[config.mk]
export PLATFORM = sky130hd
export DESIGN_NAME = keypad_scanner
export DESIGN_NICKNAME = d
export VERILOG_FILES = /design/src/rtl/keypad_scanner.sv
export SDC_FILE = /design/constraint.sdc
export NUM_CORES = 1
export LEC_CHECK = 0
export BUFFER_PORTS_ARGS = -buffer_cell sky130_fd_sc_hd__buf_2
export CAP_MARGIN = 20
export CORE_MARGIN = 4
export CORE_UTILIZATION = 40
export DETAILED_ROUTE_END_ITERATION = 8
export MAX_ROUTING_LAYER = met4
export PLACE_DENSITY = 0.61
export RECOVER_POWER = 50
export SLEW_MARGIN = 0
export SYNTH_ARGS = -nofsm -noshare
export SYNTH_HDL_FRONTEND = slang
export SYNTH_SLANG_ARGS = --single-unit
[constraint.sdc]
create_clock -name clk -period 2.5 [get_ports clk]
set_input_delay 0.25 -clock clk [delete_from_list [all_inputs] [get_ports clk]]
set_output_delay 0.25 -clock clk [all_outputs]
set_load 0.02 [all_outputs]
[src/rtl/keypad_scanner.sv]
// rtl/keypad_scanner.sv - 4x3 keypad row scanner with frame debounce and single-key press detection
module keypad_scanner #(
  parameter int SCAN_DIV   = 1000000,
  parameter int DEB_FRAMES = 3
) (
  input  logic       clk,
  input  logic       init_n,
  input  logic [2:0] col,
  output logic [3:0] row,
  output logic [3:0] key_code,
  output logic       key_valid,
  output logic       key_down,
  output logic       key_multi
);

  typedef enum logic [1:0] {
    IDLE   = 2'd0,
    SINGLE = 2'd1,
    MULTI  = 2'd2
  } key_class_t;

  localparam logic [31:0] DIV_MAX = 32'(SCAN_DIV - 1);
  localparam logic [3:0]  CNT_MAX = 4'(DEB_FRAMES - 1);

  logic [2:0]  col_meta;
  logic [2:0]  col_sync;
  logic [31:0] div;
  logic [1:0]  row_idx;
  logic [11:0] frame;
  logic [11:0] cand;
  logic [11:0] stable;
  logic [3:0]  cnt;
  key_class_t  state;

  logic        tick;
  logic [11:0] frame_next;
  logic [11:0] cand_next;
  logic [3:0]  cnt_next;
  key_class_t  stable_class;
  logic [3:0]  stable_code;

  assign tick = (div == DIV_MAX);

  always_comb begin
    frame_next = frame;
    case (row_idx)
      2'd0:    frame_next[2:0]  = col_sync;
      2'd1:    frame_next[5:3]  = col_sync;
      2'd2:    frame_next[8:6]  = col_sync;
      default: frame_next[11:9] = col_sync;
    endcase
  end

  // Only consumed on the tick that closes a frame (row index 3).
  always_comb begin
    cand_next = cand;
    cnt_next  = cnt;
    if (frame_next == cand) begin
      if (cnt != CNT_MAX) cnt_next = cnt + 4'd1;
    end else begin
      cand_next = frame_next;
      cnt_next  = 4'd0;
    end
  end

  always_comb begin
    if (stable == 12'd0)
      stable_class = IDLE;
    else if ((stable & (stable - 12'd1)) == 12'd0)
      stable_class = SINGLE;
    else
      stable_class = MULTI;
  end

  // Bit index is row*3+col; rows 0-2 hold digits 1-9, row 3 holds *, 0, #.
  always_comb begin
    stable_code = 4'h0;
    for (int i = 0; i < 12; i++) begin
      if (stable[i]) begin
        if (i < 9)        stable_code = 4'(i + 1);
        else if (i == 9)  stable_code = 4'hA;
        else if (i == 10) stable_code = 4'h0;
        else              stable_code = 4'hB;
      end
    end
  end

  always_ff @(posedge clk or negedge init_n) begin
    if (!init_n) begin
      col_meta  <= 3'd0;
      col_sync  <= 3'd0;
      div       <= 32'd0;
      row_idx   <= 2'd0;
      row       <= 4'b0001;
      frame     <= 12'd0;
      cand      <= 12'd0;
      stable    <= 12'd0;
      cnt       <= 4'd0;
      state     <= IDLE;
      key_code  <= 4'h0;
      key_valid <= 1'b0;
      key_down  <= 1'b0;
      key_multi <= 1'b0;
    end else begin
      col_meta <= col;
      col_sync <= col_meta;
      div      <= tick ? 32'd0 : div + 32'd1;
      if (tick) begin
        frame   <= frame_next;
        row_idx <= row_idx + 2'd1;
        row     <= {row[2:0], row[3]};
        if (row_idx == 2'd3) begin
          cand <= cand_next;
          cnt  <= cnt_next;
          if (cnt_next == CNT_MAX) stable <= cand_next;
        end
      end
      // state trails stable_class by one cycle, so IDLE->SINGLE is seen exactly once.
      state     <= stable_class;
      key_valid <= (stable_class == SINGLE) && (state == IDLE);
      if ((stable_class == SINGLE) && (state == IDLE)) key_code <= stable_code;
      key_down  <= (stable_class == SINGLE);
      key_multi <= (stable_class == MULTI);
    end
  end

endmodule

==> impl_metrics.xml <==
<?xml version="1.0" encoding="UTF-8"?>
<metrics>
  <group name="critical_path">
    <metric name="worstPathRequired" unit="ns">2.78</metric>
    <metric name="setup.worst_path.end_class" unit="">register</metric>
    <metric name="timing.setup.critical_path_class" unit="">reg2reg</metric>
    <metric name="critical_path.startpoint_type" unit="">register</metric>
    <metric name="arrival" unit="ns">2.65</metric>
    <metric name="worstPathMaxFanout" unit="">6</metric>
    <metric name="worst_r2r_path_depth" unit="">8</metric>
  </group>
  <group name="synthesis">
    <metric name="post-synth-top-area-cell" unit="">dfrtp_1</metric>
    <metric name="synth.most_common_cell" unit="">dfrtp_1</metric>
    <metric name="avgSynthCellArea" unit="µm²">11.2</metric>
    <metric name="postSynthCellCount" unit="">379</metric>
    <metric name="synth_top_area_share" unit="%">52.8</metric>
    <metric name="synthTopCellsByCount" unit="">dfrtp_1 (90), nor2_1 (37), xnor2_1 (28)</metric>
    <metric name="ffs_latches_synth" unit="">91</metric>
    <metric name="post_synth_main_area_contributors" unit="">dfrtp_1 (53%), xnor2_1 (5.8%), mux2i_1 (5.6%)</metric>
    <metric name="seq_area_frac_synth" unit="%">53.5</metric>
    <metric name="share_of_synthesized_flip_flops_with_an_asynchronous_set_or_reset" unit="%">100</metric>
    <metric name="synthesis.area" unit="µm²">4260</metric>
    <metric name="synth.yosys.warnings" unit="">0</metric>
    <metric name="ys_types" unit="">47</metric>
    <metric name="synth_edf_count" unit="">0</metric>
    <metric name="postSynthNetCount" unit="">392</metric>
    <metric name="postSynth.topFlopCell" unit="">dfrtp_1</metric>
  </group>
  <group name="grt">
    <metric name="grt_usage" unit="%">14.0</metric>
    <metric name="grt_max_degree" unit="">50</metric>
    <metric name="grt_antenna_before_repair" unit="">0</metric>
    <metric name="total_congestion_overflow_after_global_routing" unit="">0</metric>
    <metric name="grt_pass1_wl" unit="µm">13900</metric>
    <metric name="number_of_global_route_vias_before_repair" unit="">2924</metric>
  </group>
  <group name="placement">
    <metric name="gpl.final_weighted_congestion" unit="">0.787</metric>
    <metric name="dp_cells" unit="">549</metric>
    <metric name="numPortBuffers" unit="">15</metric>
    <metric name="dp.final_hpwl" unit="µm">5880</metric>
  </group>
  <group name="routing">
    <metric name="wl_per_cell" unit="µm">14.2</metric>
    <metric name="detailedRoute.firstIterationViolations" unit="">177</metric>
    <metric name="detailedRoute.firstPassIterationCount" unit="">4</metric>
    <metric name="route.final.wire_length" unit="µm">8100</metric>
    <metric name="drt.antenna.violating_nets" unit="">0</metric>
    <metric name="viasPerCell" unit="">5.05</metric>
    <metric name="via_count" unit="">2873</metric>
    <metric name="drcViolationCount" unit="">0</metric>
  </group>
  <group name="min_path">
    <metric name="timing.hold.worst.class" unit="">reg2reg</metric>
    <metric name="min_path_cells" unit="">0</metric>
  </group>
  <group name="power">
    <metric name="p_per_area" unit="nW/µm²">488</metric>
    <metric name="finalPower" unit="mW">2.44</metric>
    <metric name="power.leakage" unit="nW">2.21</metric>
    <metric name="ir_worst_vdd" unit="V">0.000313</metric>
  </group>
  <group name="sta">
    <metric name="rsz0062_at_grt" unit="">false</metric>
    <metric name="post_route_fraction_of_the_period_consumed_by_the_critical_path" unit="%">94.9</metric>
    <metric name="clock.fmax" unit="MHz">421</metric>
    <metric name="hold_violations" unit="">0</metric>
    <metric name="period_minus_slack" unit="ns">2.37</metric>
    <metric name="timing.final.setup_violations" unit="">0</metric>
    <metric name="timing.hold.ws" unit="ns">0.353</metric>
    <metric name="slew_viol_final" unit="">0</metric>
    <metric name="worst_skew" unit="ns">0.0128</metric>
    <metric name="max-slew-margin-rel" unit="%">18.1</metric>
    <metric name="worstMarginPinSlew" unit="ns">1.23</metric>
  </group>
  <group name="final_layout">
    <metric name="area_delta_synth_final" unit="%">17.2</metric>
    <metric name="insertedDiodeCount" unit="">0</metric>
    <metric name="n_fill_cell" unit="">965</metric>
    <metric name="nets" unit="">441</metric>
    <metric name="finalNonFillerCells" unit="">569</metric>
    <metric name="register_area" unit="µm²">2280</metric>
    <metric name="multi_input_comb_area" unit="µm²">2000</metric>
    <metric name="drive_above_1_share" unit="%">21.9</metric>
  </group>
  <group name="clock_network">
    <metric name="clkLatencyLatePin" unit="ns">0.36</metric>
    <metric name="cts.repair_timing.setup_buffer_count" unit="">0</metric>
    <metric name="clock_tree_from_tritoncts" unit="">built</metric>
    <metric name="cts-htree-levels" unit="">3</metric>
    <metric name="clkSlewWorstSetupHoldPaths" unit="ns">0.09</metric>
    <metric name="root_cell_of_the_clock_tree" unit="">clkbuf_8</metric>
    <metric name="clockBufferDepth" unit="">2</metric>
    <metric name="clock_sinks" unit="">91</metric>
    <metric name="cts_buffers" unit="">9</metric>
  </group>
  <group name="die">
    <metric name="std_cell_rows" unit="">37</metric>
    <metric name="die-width" unit="µm">111</metric>
    <metric name="dieHeight" unit="µm">111</metric>
    <metric name="initial_utilization" unit="%">41.1</metric>
    <metric name="fp.dieArea" unit="µm²">12400</metric>
    <metric name="core_area" unit="µm²">10400</metric>
    <metric name="ios" unit="">16</metric>
  </group>
  <group name="run_status">
    <metric name="outcome" unit="">finished clean</metric>
  </group>
  <group name="run">
    <metric name="cap_viol_max_count" unit="">0</metric>
  </group>
</metrics>
[layout make-up]
cell class                 count  share of cell area (%)
clock inverter                 6                   0.952
timing repair buffer          45                    6.21
clock buffer                  10                    2.55
tap                          136                    3.41
multi-input combinational    264                    40.0
inverter                      17                    1.28
sequential                    91                    45.6
[metrics by stage]
stage	area [µm²]	TNS (ns)	utilization (%)	worst slack (ns)
global route	5000	0	48.2	0.0126
detailed placement	4690	-0.0522	45.2	-0.0312
global placement	4690	0	45.2	0.0272
floorplan	4260	0	-	0.0678
CTS	4930	0	47.5	0.0143
finish	5000	0	48.2	0.127
[power by group]
group          switching [mW]  total (mW)  leakage (nW)  internal [mW]
Sequential            0.00836        1.48          1.24           1.48
Combinational          0.0369      0.0544         0.898         0.0175
Clock                   0.531       0.900        0.0755          0.368
Total                   0.576        2.44          2.21           1.86
[worst paths after layout]
kind / from / endpoint / slack [ns]
hold / removal: col_meta[2] / col_sync[2] / 0.35
min in group asynchronous: init_n / cnt[0] / 0.68
max in group asynchronous: init_n / row_idx[0] / 0.50
hold reg to reg: col_meta[2] / col_sync[2] / 0.35
setup / recovery: row_idx[1] / cnt[1] / 0.13
setup reg to reg: row_idx[1] / cnt[1] / 0.13
[flip-flops by register name, indices dropped and copies added (netlist names)]
signal     flops
cnt            4
cand          12
col_meta       3
key_multi      1
col_sync       3
row            4
stable        12
state          1
row_idx        2
key_valid      1
key_code       4
div           32
frame         12
[placed cells by master, fill, tap and decap left out, types with 4 or more instances in the layout]
cell	instances
dfrtp_1	89
nor2_1	37
xnor2_1	28
buf_4	24
a21oi_1	21
nand2_1	19
mux2_2	18
inv_1	15
nand3_1	15
mux2i_1	14
o21ai_0	12
xor2_1	12
clkbuf_1	11
nand4_1	10
clkbuf_8	9
mux2i_2	8
nor3_1	6
nor4_1	5
and2_1	5
and3_1	4
nor4_2	4
ha_1	4
clkinvlp_4	4
dlygate4sd3_1	4
buf_2	4
[metal layers]
metal  part of all wire, %  track usage, %  routed length [µm]  vias to the layer above
met5                     0               -                   0                        -
met4                   1.2            4.38                  97                        0
met1                    47            17.6                3810                     1400
li1                      -               -                   -                     1436
met2                    49            22.6                3990                       27
met3                   2.5            3.17                 203                       10
[kinds of logic (layout without fill, tap and decap cells)]
group,Yosys count,count (layout),synth area share (%)
buf+inv,24,78,2.41
mux,42,42,10.4
flops,91,91,53.5
compound gates,48,48,6.66
simple gates,126,126,16.5
fa+ha+maj,8,8,2.35
xor+xnor,40,40,8.22
[worst max-delay path, stage by stage (launching register included)]
cell and delay, ns:
dfrtp_1 0.45, ha_2 0.29, mux2i_1 0.30, xnor2_1 0.13
nor4_2 0.29, nand3_2 0.15, buf_4 0.18, or3_2 0.43
o21ai_0 0.08
[timing repair]
| item | 4_1_cts | 5_1_grt |
|---|---|---|
| pin swaps | 0 | 2 |
| resized for setup | 7 | 19 |
| hold buffers | 4 | 0 |
| hold endpoints to repair | 51 | 0 |
| endpoints found under the setup margin | 13 | 13 |
| cloned | 0 | 0 |
(Power assumes the default switching activity.)
